==> src/rtl/or4_selftest_pkg.sv <==
// Shared types and sizing helpers for the or4 built-in self-test block.
package or4_selftest_pkg;

  // Controller states
  typedef enum logic [1:0] {
    ST_IDLE  = 2'd0,
    ST_RUN   = 2'd1,
    ST_DRAIN = 2'd2,
    ST_DONE  = 2'd3
  } state_e;

  // Operand width used when the top is left at its default
  localparam int unsigned WIDTH_DEF = 4;

  // Drain counter must hold DUT_LAT-1 for latencies up to 4
  localparam int unsigned DRAIN_W = 3;

  // Vector index width: a and b concatenated
  function automatic int unsigned idx_w(input int unsigned width);
    return 2 * width;
  endfunction

endpackage

==> src/rtl/or4_selftest_delay.sv <==
// Fixed-latency shift register aligning expected values with DUT responses.
module selftest_delay #(
  parameter int unsigned DEPTH = 0,
  parameter int unsigned DW    = 13
) (
  input  logic          clk,
  input  logic          rst,
  input  logic [DW-1:0] d_i,
  output logic [DW-1:0] q_o
);

  if (DEPTH == 0) begin : g_wire
    // Zero latency: straight wire, clock and reset have no load here
    logic unused_c;
    assign unused_c = clk ^ rst;
    assign q_o      = d_i;
  end else begin : g_pipe
    logic [DW-1:0] pipe_q [DEPTH];
    logic [DW-1:0] pipe_d [DEPTH];

    // Next-stage values: stage 0 takes the input, others shift along
    always_comb begin
      pipe_d[0] = d_i;
      for (int i = 1; i < int'(DEPTH); i++) begin
        pipe_d[i] = pipe_q[i-1];
      end
    end

    // Pipeline registers, cleared so no stale valid survives a reset
    always_ff @(posedge clk) begin
      if (rst) begin
        for (int i = 0; i < int'(DEPTH); i++) pipe_q[i] <= '0;
      end else begin
        for (int i = 0; i < int'(DEPTH); i++) pipe_q[i] <= pipe_d[i];
      end
    end

    assign q_o = pipe_q[DEPTH-1];
  end

endmodule

==> src/rtl/or4_selftest.sv <==
// Built-in self-test for the or4 datapath: exhaustive a/b sweep, checks y
// against a|b, counts mismatches and records the first failing vector.
module or4_selftest
  import or4_selftest_pkg::*;
#(
  parameter int unsigned WIDTH   = WIDTH_DEF,
  parameter int unsigned DUT_LAT = 0,
  parameter int unsigned ERR_W   = 8
) (
  input  logic             clk,
  input  logic             rst,
  input  logic             start,
  output logic [WIDTH-1:0] a_o,
  output logic [WIDTH-1:0] b_o,
  input  logic [WIDTH-1:0] y_i,
  output logic             busy,
  output logic             done,
  output logic             pass,
  output logic [ERR_W-1:0] err_count,
  output logic [WIDTH-1:0] fail_a,
  output logic [WIDTH-1:0] fail_b,
  output logic [WIDTH-1:0] fail_y
);

  localparam int unsigned IDX_W = idx_w(WIDTH);
  localparam int unsigned DW    = 3 * WIDTH + 1;

  localparam logic [IDX_W-1:0]   IDX_LAST   = '1;
  localparam logic [ERR_W-1:0]   ERR_MAX    = '1;
  localparam logic [DRAIN_W-1:0] DRAIN_INIT =
    (DUT_LAT == 0) ? '0 : DRAIN_W'(DUT_LAT - 1);

  state_e             state_q, state_d;
  logic [IDX_W-1:0]   idx_q, idx_d;
  logic [DRAIN_W-1:0] drain_q, drain_d;
  logic [WIDTH-1:0]   a_q, a_d, b_q, b_d;
  logic               busy_q, busy_d, done_q, done_d, pass_q, pass_d;
  logic [ERR_W-1:0]   err_q, err_d;
  logic [WIDTH-1:0]   fail_a_q, fail_a_d, fail_b_q, fail_b_d, fail_y_q, fail_y_d;
  logic               first_q, first_d;

  logic [DW-1:0]      dly_in_c, dly_out_c;
  logic [WIDTH-1:0]   dly_a_c, dly_b_c, dly_exp_c;
  logic               dly_vld_c;
  logic               mismatch_c;

  // Expected value travels with its operands so it lines up with y_i
  assign dly_in_c = {a_q, b_q, a_q | b_q, (state_q == ST_RUN)};

  selftest_delay #(
    .DEPTH (DUT_LAT),
    .DW    (DW)
  ) u_delay (
    .clk (clk),
    .rst (rst),
    .d_i (dly_in_c),
    .q_o (dly_out_c)
  );

  assign {dly_a_c, dly_b_c, dly_exp_c, dly_vld_c} = dly_out_c;
  assign mismatch_c = dly_vld_c && (y_i != dly_exp_c);

  // Next-state, vector generation and result bookkeeping
  always_comb begin
    state_d  = state_q;
    idx_d    = idx_q;
    drain_d  = drain_q;
    a_d      = a_q;
    b_d      = b_q;
    err_d    = err_q;
    fail_a_d = fail_a_q;
    fail_b_d = fail_b_q;
    fail_y_d = fail_y_q;
    first_d  = first_q;

    case (state_q)
      ST_IDLE, ST_DONE: begin
        if (start) begin
          state_d  = ST_RUN;
          idx_d    = '0;
          a_d      = '0;
          b_d      = '0;
          err_d    = '0;
          fail_a_d = '0;
          fail_b_d = '0;
          fail_y_d = '0;
          first_d  = 1'b0;
        end
      end
      ST_RUN: begin
        if (idx_q == IDX_LAST) begin
          if (DUT_LAT > 0) begin
            state_d = ST_DRAIN;
            drain_d = DRAIN_INIT;
          end else begin
            state_d = ST_DONE;
          end
        end else begin
          idx_d = idx_q + IDX_W'(1);
          a_d   = idx_d[IDX_W-1:WIDTH];
          b_d   = idx_d[WIDTH-1:0];
        end
      end
      ST_DRAIN: begin
        if (drain_q == '0) begin
          state_d = ST_DONE;
        end else begin
          drain_d = drain_q - DRAIN_W'(1);
        end
      end
      default: state_d = ST_IDLE;
    endcase

    // Mismatch accounting; valid responses only exist during RUN/DRAIN
    if (mismatch_c) begin
      if (err_q != ERR_MAX) err_d = err_q + ERR_W'(1);
      if (!first_q) begin
        first_d  = 1'b1;
        fail_a_d = dly_a_c;
        fail_b_d = dly_b_c;
        fail_y_d = y_i;
      end
    end

    busy_d = (state_d == ST_RUN) || (state_d == ST_DRAIN);
    done_d = (state_d == ST_DONE);
    pass_d = done_d && (err_d == '0);
  end

  // State and output registers with synchronous reset
  always_ff @(posedge clk) begin
    if (rst) begin
      state_q  <= ST_IDLE;
      idx_q    <= '0;
      drain_q  <= '0;
      a_q      <= '0;
      b_q      <= '0;
      busy_q   <= 1'b0;
      done_q   <= 1'b0;
      pass_q   <= 1'b0;
      err_q    <= '0;
      fail_a_q <= '0;
      fail_b_q <= '0;
      fail_y_q <= '0;
      first_q  <= 1'b0;
    end else begin
      state_q  <= state_d;
      idx_q    <= idx_d;
      drain_q  <= drain_d;
      a_q      <= a_d;
      b_q      <= b_d;
      busy_q   <= busy_d;
      done_q   <= done_d;
      pass_q   <= pass_d;
      err_q    <= err_d;
      fail_a_q <= fail_a_d;
      fail_b_q <= fail_b_d;
      fail_y_q <= fail_y_d;
      first_q  <= first_d;
    end
  end

  assign a_o       = a_q;
  assign b_o       = b_q;
  assign busy      = busy_q;
  assign done      = done_q;
  assign pass      = pass_q;
  assign err_count = err_q;
  assign fail_a    = fail_a_q;
  assign fail_b    = fail_b_q;
  assign fail_y    = fail_y_q;

endmodule

==> config.mk <==
export PLATFORM = sky130hd
export DESIGN_NAME = or4_selftest
export DESIGN_NICKNAME = d
export VERILOG_FILES = /design/src/rtl/or4_selftest_pkg.sv /design/src/rtl/or4_selftest_delay.sv /design/src/rtl/or4_selftest.sv
export SDC_FILE = /design/constraint.sdc
export NUM_CORES = 1
export LEC_CHECK = 0
export ABC_CLOCK_PERIOD_IN_PS = 3900
export CAP_MARGIN = 20
export CORE_MARGIN = 8
export CORE_UTILIZATION = 55
export DETAILED_ROUTE_END_ITERATION = 7
export HOLD_SLACK_MARGIN = 0.03
export PLACE_DENSITY = 0.9
export RECOVER_POWER = 50
export SLEW_MARGIN = 15
export SYNTH_ARGS = -nofsm -noshare
export SYNTH_HDL_FRONTEND = slang
export SYNTH_SLANG_ARGS = --single-unit
export TNS_END_PERCENT = 20
==> constraint.sdc <==
create_clock -name clk -period 3.9 [get_ports clk]
set_input_delay 0.585 -clock clk [delete_from_list [all_inputs] [get_ports clk]]
set_output_delay 0.585 -clock clk [all_outputs]
set_load 0.03 [all_outputs]
### After elaboration in Yosys (flattened, before gate mapping)

Cells that the tools add are included.

| operators by class | value |
|---|---|
| add/subtract/negate cells | 3 |
| eq/ne operators | 11 |
| muxes and demuxes | 32 |
| bitwise logic cells | 2 |
| reduce and logical (&&, ||, !) cells | 10 |

Operator list:

| cell | number |
|---|---|
| two-way mux 4 bit | 15 |
| two-way mux 8 bit | 6 |
| adder 8 x 1 -> 8 bit (second input constant) | 2 |
| one-hot mux 4 bit (2 select lines) | 2 |
| one-hot mux 8 bit (2 select lines) | 1 |
| equality test 2 bit (second input constant) | 4 |
| equality test 8 bit (second input constant) | 1 |
| zero test 8 bit | 1 |
| inequality test 8 bit (second input constant) | 1 |
| two-way mux 2 bit | 3 |
| one-hot mux 2 bit (3 select lines) | 1 |
| equality test 2 x 1 -> 1 bit (second input constant) | 2 |
| two-way mux 1 bit | 4 |
| inequality test 2 bit (second input constant) | 2 |
| inequality test 4 bit | 1 |
| bitwise OR 4 bit | 1 |
| zero test 3 bit | 1 |
| AND reduction 3 bit | 1 |
| subtractor 3 x 1 -> 3 bit (second input constant) | 1 |
| logical AND 1 bit | 2 |
| zero test 2 bit | 1 |
| AND reduction 2 bit | 1 |
| nonzero test 2 bit | 1 |
| OR reduction 2 bit | 1 |
| 2 further kinds | 2 |

| word-level totals | value |
|---|---|
| register bits | 45 |
| bits of input ports | 7 |
| output and inout bits | 31 |
| logic and storage cells | 71 |

### Depth between registers and ports, before layout

Gate-level depths: netlist of the first run.

| depth | value |
|---|---|
| word-level depth | 7 |
| gate-level depth with buffers | 11 |
| mapped depth without buffers | 10 |

### Modules after synthesis

A second synthesis of the first run with hierarchy kept.

| unflattened totals | value |
|---|---|
| cell total of the unflattened synthesis | 257 |
| area, all modules | 2057.0 µm² |

Modules (own cells, without submodules):

| module | times used | cells each | area each (µm²) | sequential area each (µm²) |
|---|---|---|---|---|
| or4_selftest | 1 | 244 | 1959.4 | 740.7 |
| selftest_delay | 1 | 13 | 97.6 | 0.0 |

### Worst setup path after synthesis of the first run

Ideal clock, no wire load.

| timing path | value |
|---|---|
| path kind | flip-flop to flip-flop |
| start | register err_q[0], in the netlist err_count[0] |
| end | register pass_q, in the netlist pass |
| library setup time | 0.088 ns |
| arrival | 2.210 ns |
| required time | 3.812 ns |
| slack | 1.602 ns |
| cell stages (with the launch flop) | 8 |
| buffers on the path | 0 |
| clock period less this slack | 2.298 ns |
| cell sequence | dfxtp_1 > ha_1 > nand3_1 > o21ai_0 > a21oi_4 > mux2_4 > a211o_1 > nor4_2 |

| between the ends | value |
|---|---|
| word-level cells in the longest chain between the ends | 6 |
| elaborated cells between the ends (all ways) | 8 |
| those cells by class | add/sub: 1; eq/ne: 1; mux: 4; reduce/logical: 2 |

RTL lines:

| element | line | source |
|---|---|---|
| from (decl) | or4_selftest.sv:38 | `logic [ERR_W-1:0] err_q, err_d;` |
| from (signal assigned) | or4_selftest.sv:155 | `err_q <= err_d;` |
| branches (longest 3 deep; another with adder 8 x 1 -> 8 bit) | n/a |  |
| two-way mux 8 bit * | or4_selftest.sv:115 | `if (mismatch_c) begin` |
| zero test 8 bit * | or4_selftest.sv:127 | `pass_d = done_d && (err_d == '0);` |
| logical AND 1 bit * | or4_selftest.sv:127 |  |
| to (signal assigned) | or4_selftest.sv:154 | `pass_q <= pass_d;` |
| to (decl) | or4_selftest.sv:37 | `logic busy_q, busy_d, done_q, done_d, pass_q, pass_d;` |

Mark *: on every way between the ends.
A chain may end at the register's enable or synchronous reset.

### Worst setup path in the final report of the first run

| timing path | value |
|---|---|
| start | input port y_i[2] |
| end | register pass_q, in the netlist pass |

| between the ends | value |
|---|---|
| word-level cells in the longest chain between the ends | 5 |

RTL lines:

| element | line | source |
|---|---|---|
| from (decl) | or4_selftest.sv:15 | `input logic [WIDTH-1:0] y_i,` |
| inequality test 4 bit | or4_selftest.sv:61 | `assign mismatch_c = dly_vld_c && (y_i != dly_exp_c);` |
| logical AND 1 bit | or4_selftest.sv:61 |  |
| two-way mux 8 bit | or4_selftest.sv:115 |  |
| zero test 8 bit | or4_selftest.sv:127 |  |
| logical AND 1 bit | or4_selftest.sv:127 |  |

Every way passes these cells.

==> results.sh, run 1 <==
export IMPL_synth_distinct_cells=42
export IMPL_port_buffers=37
export IMPL_wl_per_cell_um=14.6
export IMPL_critPathKind="input pin to flop"
export IMPL_gp_congestion=0.905
export IMPL_fin_ws_ps=978
export IMPL_crit_slowest_cell="dlygate4sd3_1"
export IMPL_power_switching_mw=0.227
export IMPL_avgSynthCellArea_um2=8.12
export IMPL_power_density_nw_per_um2=347
export IMPL_antenna_found_initial=0
export IMPL_hold_start="fail_y[2]"
export IMPL_ctsResizeCount=0
export IMPL_numCtsBuffers=5
export IMPL_io_pins=38
export IMPL_synthArstFlopShare=0
export IMPL_cts_tree="built"
export IMPL_ir_drop_mv=0.246
export IMPL_drt_total_wl_um=4580
export IMPL_drive_gt1_frac=0.0487
export IMPL_yosysSeqAreaShare=0.393
export IMPL_r2r_end="pass"
export IMPL_cap_violations=0
export IMPL_crit_start="y_i[2]"
export IMPL_synth_top_area_share=0.393
export IMPL_drv_slew=0
export IMPL_timing_fmax_ghz=0.342
export IMPL_htreeDepth=2
export IMPL_fillers=279
export IMPL_power_mw=0.811
export IMPL_holdCritPathClass="flop to flop"
export IMPL_grt_max_degree=24
export IMPL_comb_power_share=0.158
export IMPL_initial_core_util=0.569
export IMPL_start_kind="input pin"
export IMPL_yosysTopAreaCell="dfxtp_1"
export IMPL_ys_ff_latch=37
export IMPL_rsz0062_at_grt="false"
export IMPL_grt_pass1_vias=1741
export IMPL_core_um2=3310
export IMPL_cp_top_family="compound AO/OA/AOI/OAI gates"
export IMPL_via_per_inst=5.77
export IMPL_synth_common_cells="dfxtp_1, a21oi_1, nand2_1, nand3_1, nor2_1"
export IMPL_crit_reg2reg_launch="idx_q[2]"
export IMPL_drt_pass1_iterations=5
export IMPL_postCtsHoldBufs=0
export IMPL_layout_worst_path_cycle_share=0.749
export IMPL_fp_row_count=21
export IMPL_cp_end_kind="flop"
export IMPL_clk_latency_ps=350
export IMPL_leakage_nw=0.864
export IMPL_path_depth=7
export IMPL_swShare=0.280
export IMPL_reg2reg_depth=6
export IMPL_rrSetupSlack_ps=1300
export IMPL_clock_path_buffers=2
export IMPL_postSynthCellCount=232
export IMPL_synthFlopType="dfxtp_1"
export IMPL_arrival_ps=3190
export IMPL_die_h_um=74.5
export IMPL_cp_num_buf_inv=1
export IMPL_tns_ps=0
export IMPL_drt_iter0_markers=120
export IMPL_place_area_um2=2280
export IMPL_postLayoutCellArea_um2=2340
export IMPL_yosys_top_cells_area="dfxtp_1, a21oi_1, nand3_1"
export IMPL_final_nets=280
export IMPL_antenna_cells=0
export IMPL_finalCriticalPeriod_ps=2920
export IMPL_crit_chain="dlygate4sd3_1, or3_4, a22oi_1, a21oi_1, mux2_4, a211o_1, nor4_2"
export IMPL_slowest_delay_ps=580
export IMPL_die_w_um=74.5
export IMPL_grt_pass1_wl_um=7470
export IMPL_crit_fanout=9
export IMPL_die_area_um2=5550
export IMPL_worstPathRequired_ps=4160
export IMPL_status="finished, final reports clean"
export IMPL_overflow=0
export IMPL_final_hold_violation_count=0
export IMPL_cts_setup_buffers=0
export IMPL_cp_endpoint="pass"
export IMPL_groute_usage_overall=0.170
export IMPL_regArea_um2=741
export IMPL_synth_nets=246
export IMPL_clock_sinks=37
export IMPL_seqPwrFrac=0.490
export IMPL_synth_edf_count=0
export IMPL_clock_power_share=0.352
export IMPL_power_internal_mw=0.584
export IMPL_skew_ps=9.39
export IMPL_multi_input_area_um2=1050
export IMPL_detail_route_antenna_nets=0
export IMPL_synth_most_common_cell="dfxtp_1"
export IMPL_drc=0
export IMPL_dp_slack_ps=1100
export IMPL_worst_pin_slew_ps=729
export IMPL_area_growth_pct=24.2
export IMPL_cts_clk_slew_worst_paths_ps=110
export IMPL_dp_hpwl_um=3410
export IMPL_yosysWarnings=0
export IMPL_relSlewSlack=0.513
export IMPL_vias=1805
export IMPL_clock_root_buffer="clkbuf_4"
export IMPL_setup_viol_count_final=0
export IMPL_synthesis_area_um2=1880
worst register-to-register path, delay by kind of cell (launching register included):
kind | cells | cell delay (ps)
and+or+nand+nor | 2 | 670
AOI/OAI and AO/OA | 3 | 1030
muxes | 1 | 380
DFF | 1 | 420
cells in the final DEF, fill, tap and decap left out, drive strengths merged, types with 2 or more instances in the layout:
cell type	synthesis	layout
a22oi	2	2
xnor2	4	4
inv	8	8
nor2	20	20
nor4	2	2
clkdlybuf4s50	0	13
o221ai	2	2
mux2i	2	2
a211oi	4	4
o21a	2	2
nand3	22	22
dfxtp	37	37
a211o	2	2
nor3b	2	2
nand2	24	24
o21ai	14	14
or3	7	7
and2	4	4
clkbuf	9	6
xor2	2	2
nor3	4	4
a21oi	27	27
o211ai	2	2
and3	2	2
dlygate4sd3	0	24
nor2b	3	3
ha	7	7
nand4	4	4
nand2b	3	3
per-stage QoR:
stage               std cells  utilization  hold WS [ps]
floorplan                 232            -           445
global placement          305        0.688           453
detailed placement        305        0.688           458
CTS                       313        0.715           475
global route              313        0.707           494
finish                    313        0.707           472
routing by layer:
metal | global-route usage | wire length (um) | up-vias
met2 | 0.295 | 2150 | 67
li1 | - | - | 901
met3 | 0.0499 | 413 | 11
met5 | 0 | 0 | -
met1 | 0.183 | 1920 | 826
met4 | 0.0870 | 93 | 0
cell families after synthesis:
logic type                 synth area share
DFF                                   0.393
and+or+nand+nor                       0.262
AOI/OAI and AO/OA                     0.213
adders and majority gates            0.0465
buffers and inverters                0.0385
xor gates and xnor gates             0.0279
muxes                                0.0186
area by class of cell:
type	count	area share
multi-input cells	176	0.447
flip-flops and latches	37	0.316
repair buffers	38	0.161
well taps	46	0.0246
clock buffers	6	0.0219
clock inverters	2	0.0160
inverters	8	0.0128
power by group through the flow:
| stage | sequential [mW] | clock [mW] | combinational, mW |
|---|---|---|---|
| floorplan | 0.420 | 0 | 0.0806 |
| global placement | 0.406 | 0 | 0.131 |
| detailed placement | 0.406 | 0 | 0.135 |
| CTS | 0.398 | 0.291 | 0.135 |
| global route | 0.400 | 0.306 | 0.141 |
| finish | 0.398 | 0.285 | 0.128 |
registers in the layout (all words and copies together) (netlist names), 2 cells and up:
name and cells:
drain_q 3, fail_b 4, idx_q 8, fail_y 4, fail_a 4, state_q 2, err_count 8
worst min path at each step:
stage | cells past startpoint | slack (ps) | endpoint
after floorplan | 2 | 440 | first_q
after global placement | 2 | 450 | first_q
after detailed placement | 2 | 460 | fail_y[2]
after CTS | 2 | 470 | fail_y[2]
after global routing | 2 | 490 | fail_b[3]
final | 2 | 470 | fail_y[2]
Note: power is estimated with default switching activity, not from simulation.
==> inputs of run 2 (changes only) <==
--- a/config.mk
+++ b/config.mk
@@ -5,13 +5,13 @@
 export SDC_FILE = /design/constraint.sdc
 export NUM_CORES = 1
 export LEC_CHECK = 0
-export ABC_CLOCK_PERIOD_IN_PS = 3900
+export ABC_CLOCK_PERIOD_IN_PS = 2800
 export CAP_MARGIN = 20
 export CORE_MARGIN = 8
-export CORE_UTILIZATION = 55
+export CORE_UTILIZATION = 51
 export DETAILED_ROUTE_END_ITERATION = 7
 export HOLD_SLACK_MARGIN = 0.03
-export PLACE_DENSITY = 0.9
+export PLACE_DENSITY = 0.84
 export RECOVER_POWER = 50
 export SLEW_MARGIN = 15
 export SYNTH_ARGS = -nofsm -noshare
==> constraint.sdc (replaced) <==
create_clock -name clk -period 2.8 [get_ports clk]
set_input_delay 0.42 -clock clk [delete_from_list [all_inputs] [get_ports clk]]
set_output_delay 0.42 -clock clk [all_outputs]
set_load 0.03 [all_outputs]
==> run 2 against run 1 <==
Compared with the run above: via count rose by 1.2%; critical path depth did not move; die area is 6.1% higher; worst hold slack got worse by 6.9 ps; first-iteration DRC count is 17% lower; global-route usage down 1.6 points; sequential cell count did not move; highest routed layer unchanged.
==> results.sh, run 2 (synthesized netlist as in run 1, its figures left out) <==
export IMPL_status="finished, final reports clean"
export IMPL_fp_row_count=22
export IMPL_leakage_nw=0.899
export IMPL_drt_pass1_iterations=6
export IMPL_ir_drop_mv=0.436
export IMPL_core_um2=3610
export IMPL_crit_fanout=9
export IMPL_relSlewSlack=0.504
export IMPL_cts_setup_buffers=0
export IMPL_detail_route_antenna_nets=0
export IMPL_final_nets=282
export IMPL_worst_pin_slew_ps=741
export IMPL_final_cell_mix="dfxtp_1, a21oi_1, dlygate4sd3_1, nand2_1, nand3_1"
export IMPL_wl_met2_um=2150
export IMPL_antenna_found_initial=0
export IMPL_htreeDepth=2
export IMPL_clock_sinks=37
export IMPL_timing_fmax_ghz=0.407
export IMPL_postCtsHoldBufs=0
export IMPL_critPathKind="input pin to flop"
export IMPL_grt_pass1_wl_um=7720
export IMPL_port_buffers=37
export IMPL_drive_gt1_frac=0.0595
export IMPL_area_growth_pct=26.6
export IMPL_ctsResizeCount=0
export IMPL_start_kind="input pin"
export IMPL_layout_worst_path_cycle_share=0.878
export IMPL_clock_root_buffer="clkbuf_8"
export IMPL_skew_ps=6.04
export IMPL_tns_ps=0
export IMPL_holdCritPathClass="flop to flop"
export IMPL_crit_slowest_cell="clkdlybuf4s50_1"
export IMPL_die_h_um=76.8
export IMPL_cp_end_kind="flop"
export IMPL_via_per_inst=5.76
export IMPL_crit_chain="clkdlybuf4s50_1, or3_1, a22oi_4, a21oi_1, mux2_4, a211o_1, nor4_2"
export IMPL_io_pins=38
export IMPL_slowest_delay_ps=450
export IMPL_dp_hpwl_um=3370
export IMPL_vias=1827
export IMPL_cp_top_family="compound AO/OA/AOI/OAI gates"
export IMPL_grt_pass1_vias=1681
export IMPL_arrival_ps=2660
export IMPL_wl_per_cell_um=14.7
export IMPL_rsz0062_at_grt="false"
export IMPL_top_layer="met4"
export IMPL_groute_usage_overall=0.154
export IMPL_initial_core_util=0.523
export IMPL_worstPathRequired_ps=3000
export IMPL_timing_hold_ws_ps=466
export IMPL_power_density_nw_per_um2=480
export IMPL_die_w_um=76.8
export IMPL_cts_clk_slew_worst_paths_ps=70
export IMPL_gp_congestion=0.898
export IMPL_numCtsBuffers=5
export IMPL_grt_max_degree=22
export IMPL_drv_slew=0
export IMPL_drt_iter0_markers=100
export IMPL_final_common_cell="dfxtp_1"
export IMPL_cts_tree="built"
export IMPL_drc=0
export IMPL_wl_met1_um=2100
export IMPL_cp_num_buf_inv=1
export IMPL_clk_latency_ps=280
export IMPL_met3_length_um=311
export IMPL_place_area_um2=2290
export IMPL_finalCriticalPeriod_ps=2460
export IMPL_die_area_um2=5900
export IMPL_postLayoutCellArea_um2=2380
export IMPL_drt_total_wl_um=4650
export IMPL_antenna_cells=0
export IMPL_final_hold_violation_count=0
export IMPL_setup_viol_count_final=0
export IMPL_overflow=0
export IMPL_clock_path_buffers=2
export IMPL_fillers=309
export IMPL_cap_violations=0
[run 2: final timing paths]
| kind | from | cells past startpoint | slack, ps | to |
|---|---|---|---|---|
| setup / recovery | y_i[3] | 7 | 340 | pass |
| hold / removal | fail_y[0] | 2 | 470 | fail_y[0] |
| setup reg to reg | state_q[0] | 6 | 350 | pass |
| hold reg to reg | fail_y[0] | 2 | 470 | fail_y[0] |
[run 2: per-layer routing]
metal	vias up	track usage
met3	10	0.0524
met2	62	0.257
met5	-	0
met1	853	0.178
li1	902	-
met4	0	0.0538
[run 2: worst min-delay path: stages, from the launching register on]
cell and delay, ps:
dfxtp_1 310, nand3_1 60, a21oi_1 60
[run 2: per-stage QoR]
step                      worst slack, ps   util  std cells  power, mW
after floorplan                       502      -        232      0.697
after global placement                230  0.636        309      0.752
after detailed placement              196  0.636        309      0.756
after CTS                             368  0.664        317       1.16
after global routing                  110  0.661        317       1.20
final                                 343  0.661        317       1.14
[run 2: layout make-up]
class,count,area (um2),area share
inverters,8,30.0,0.0126
well taps,48,60.1,0.0252
clock buffers,7,96.3,0.0404
flip-flops and latches,37,741,0.311
repair buffers,40,393,0.165
multi-input cells,176,1060,0.444
clock inverters,1,5.00,0.00210
[run 2: power breakdown]
group / leakage, nW / internal (mW) / switching, mW
clock: 0.0542 / 0.223 / 0.185
sequential: 0.300 / 0.540 / 0.0141
combinational: 0.545 / 0.0638 / 0.119
total: 0.899 / 0.826 / 0.317
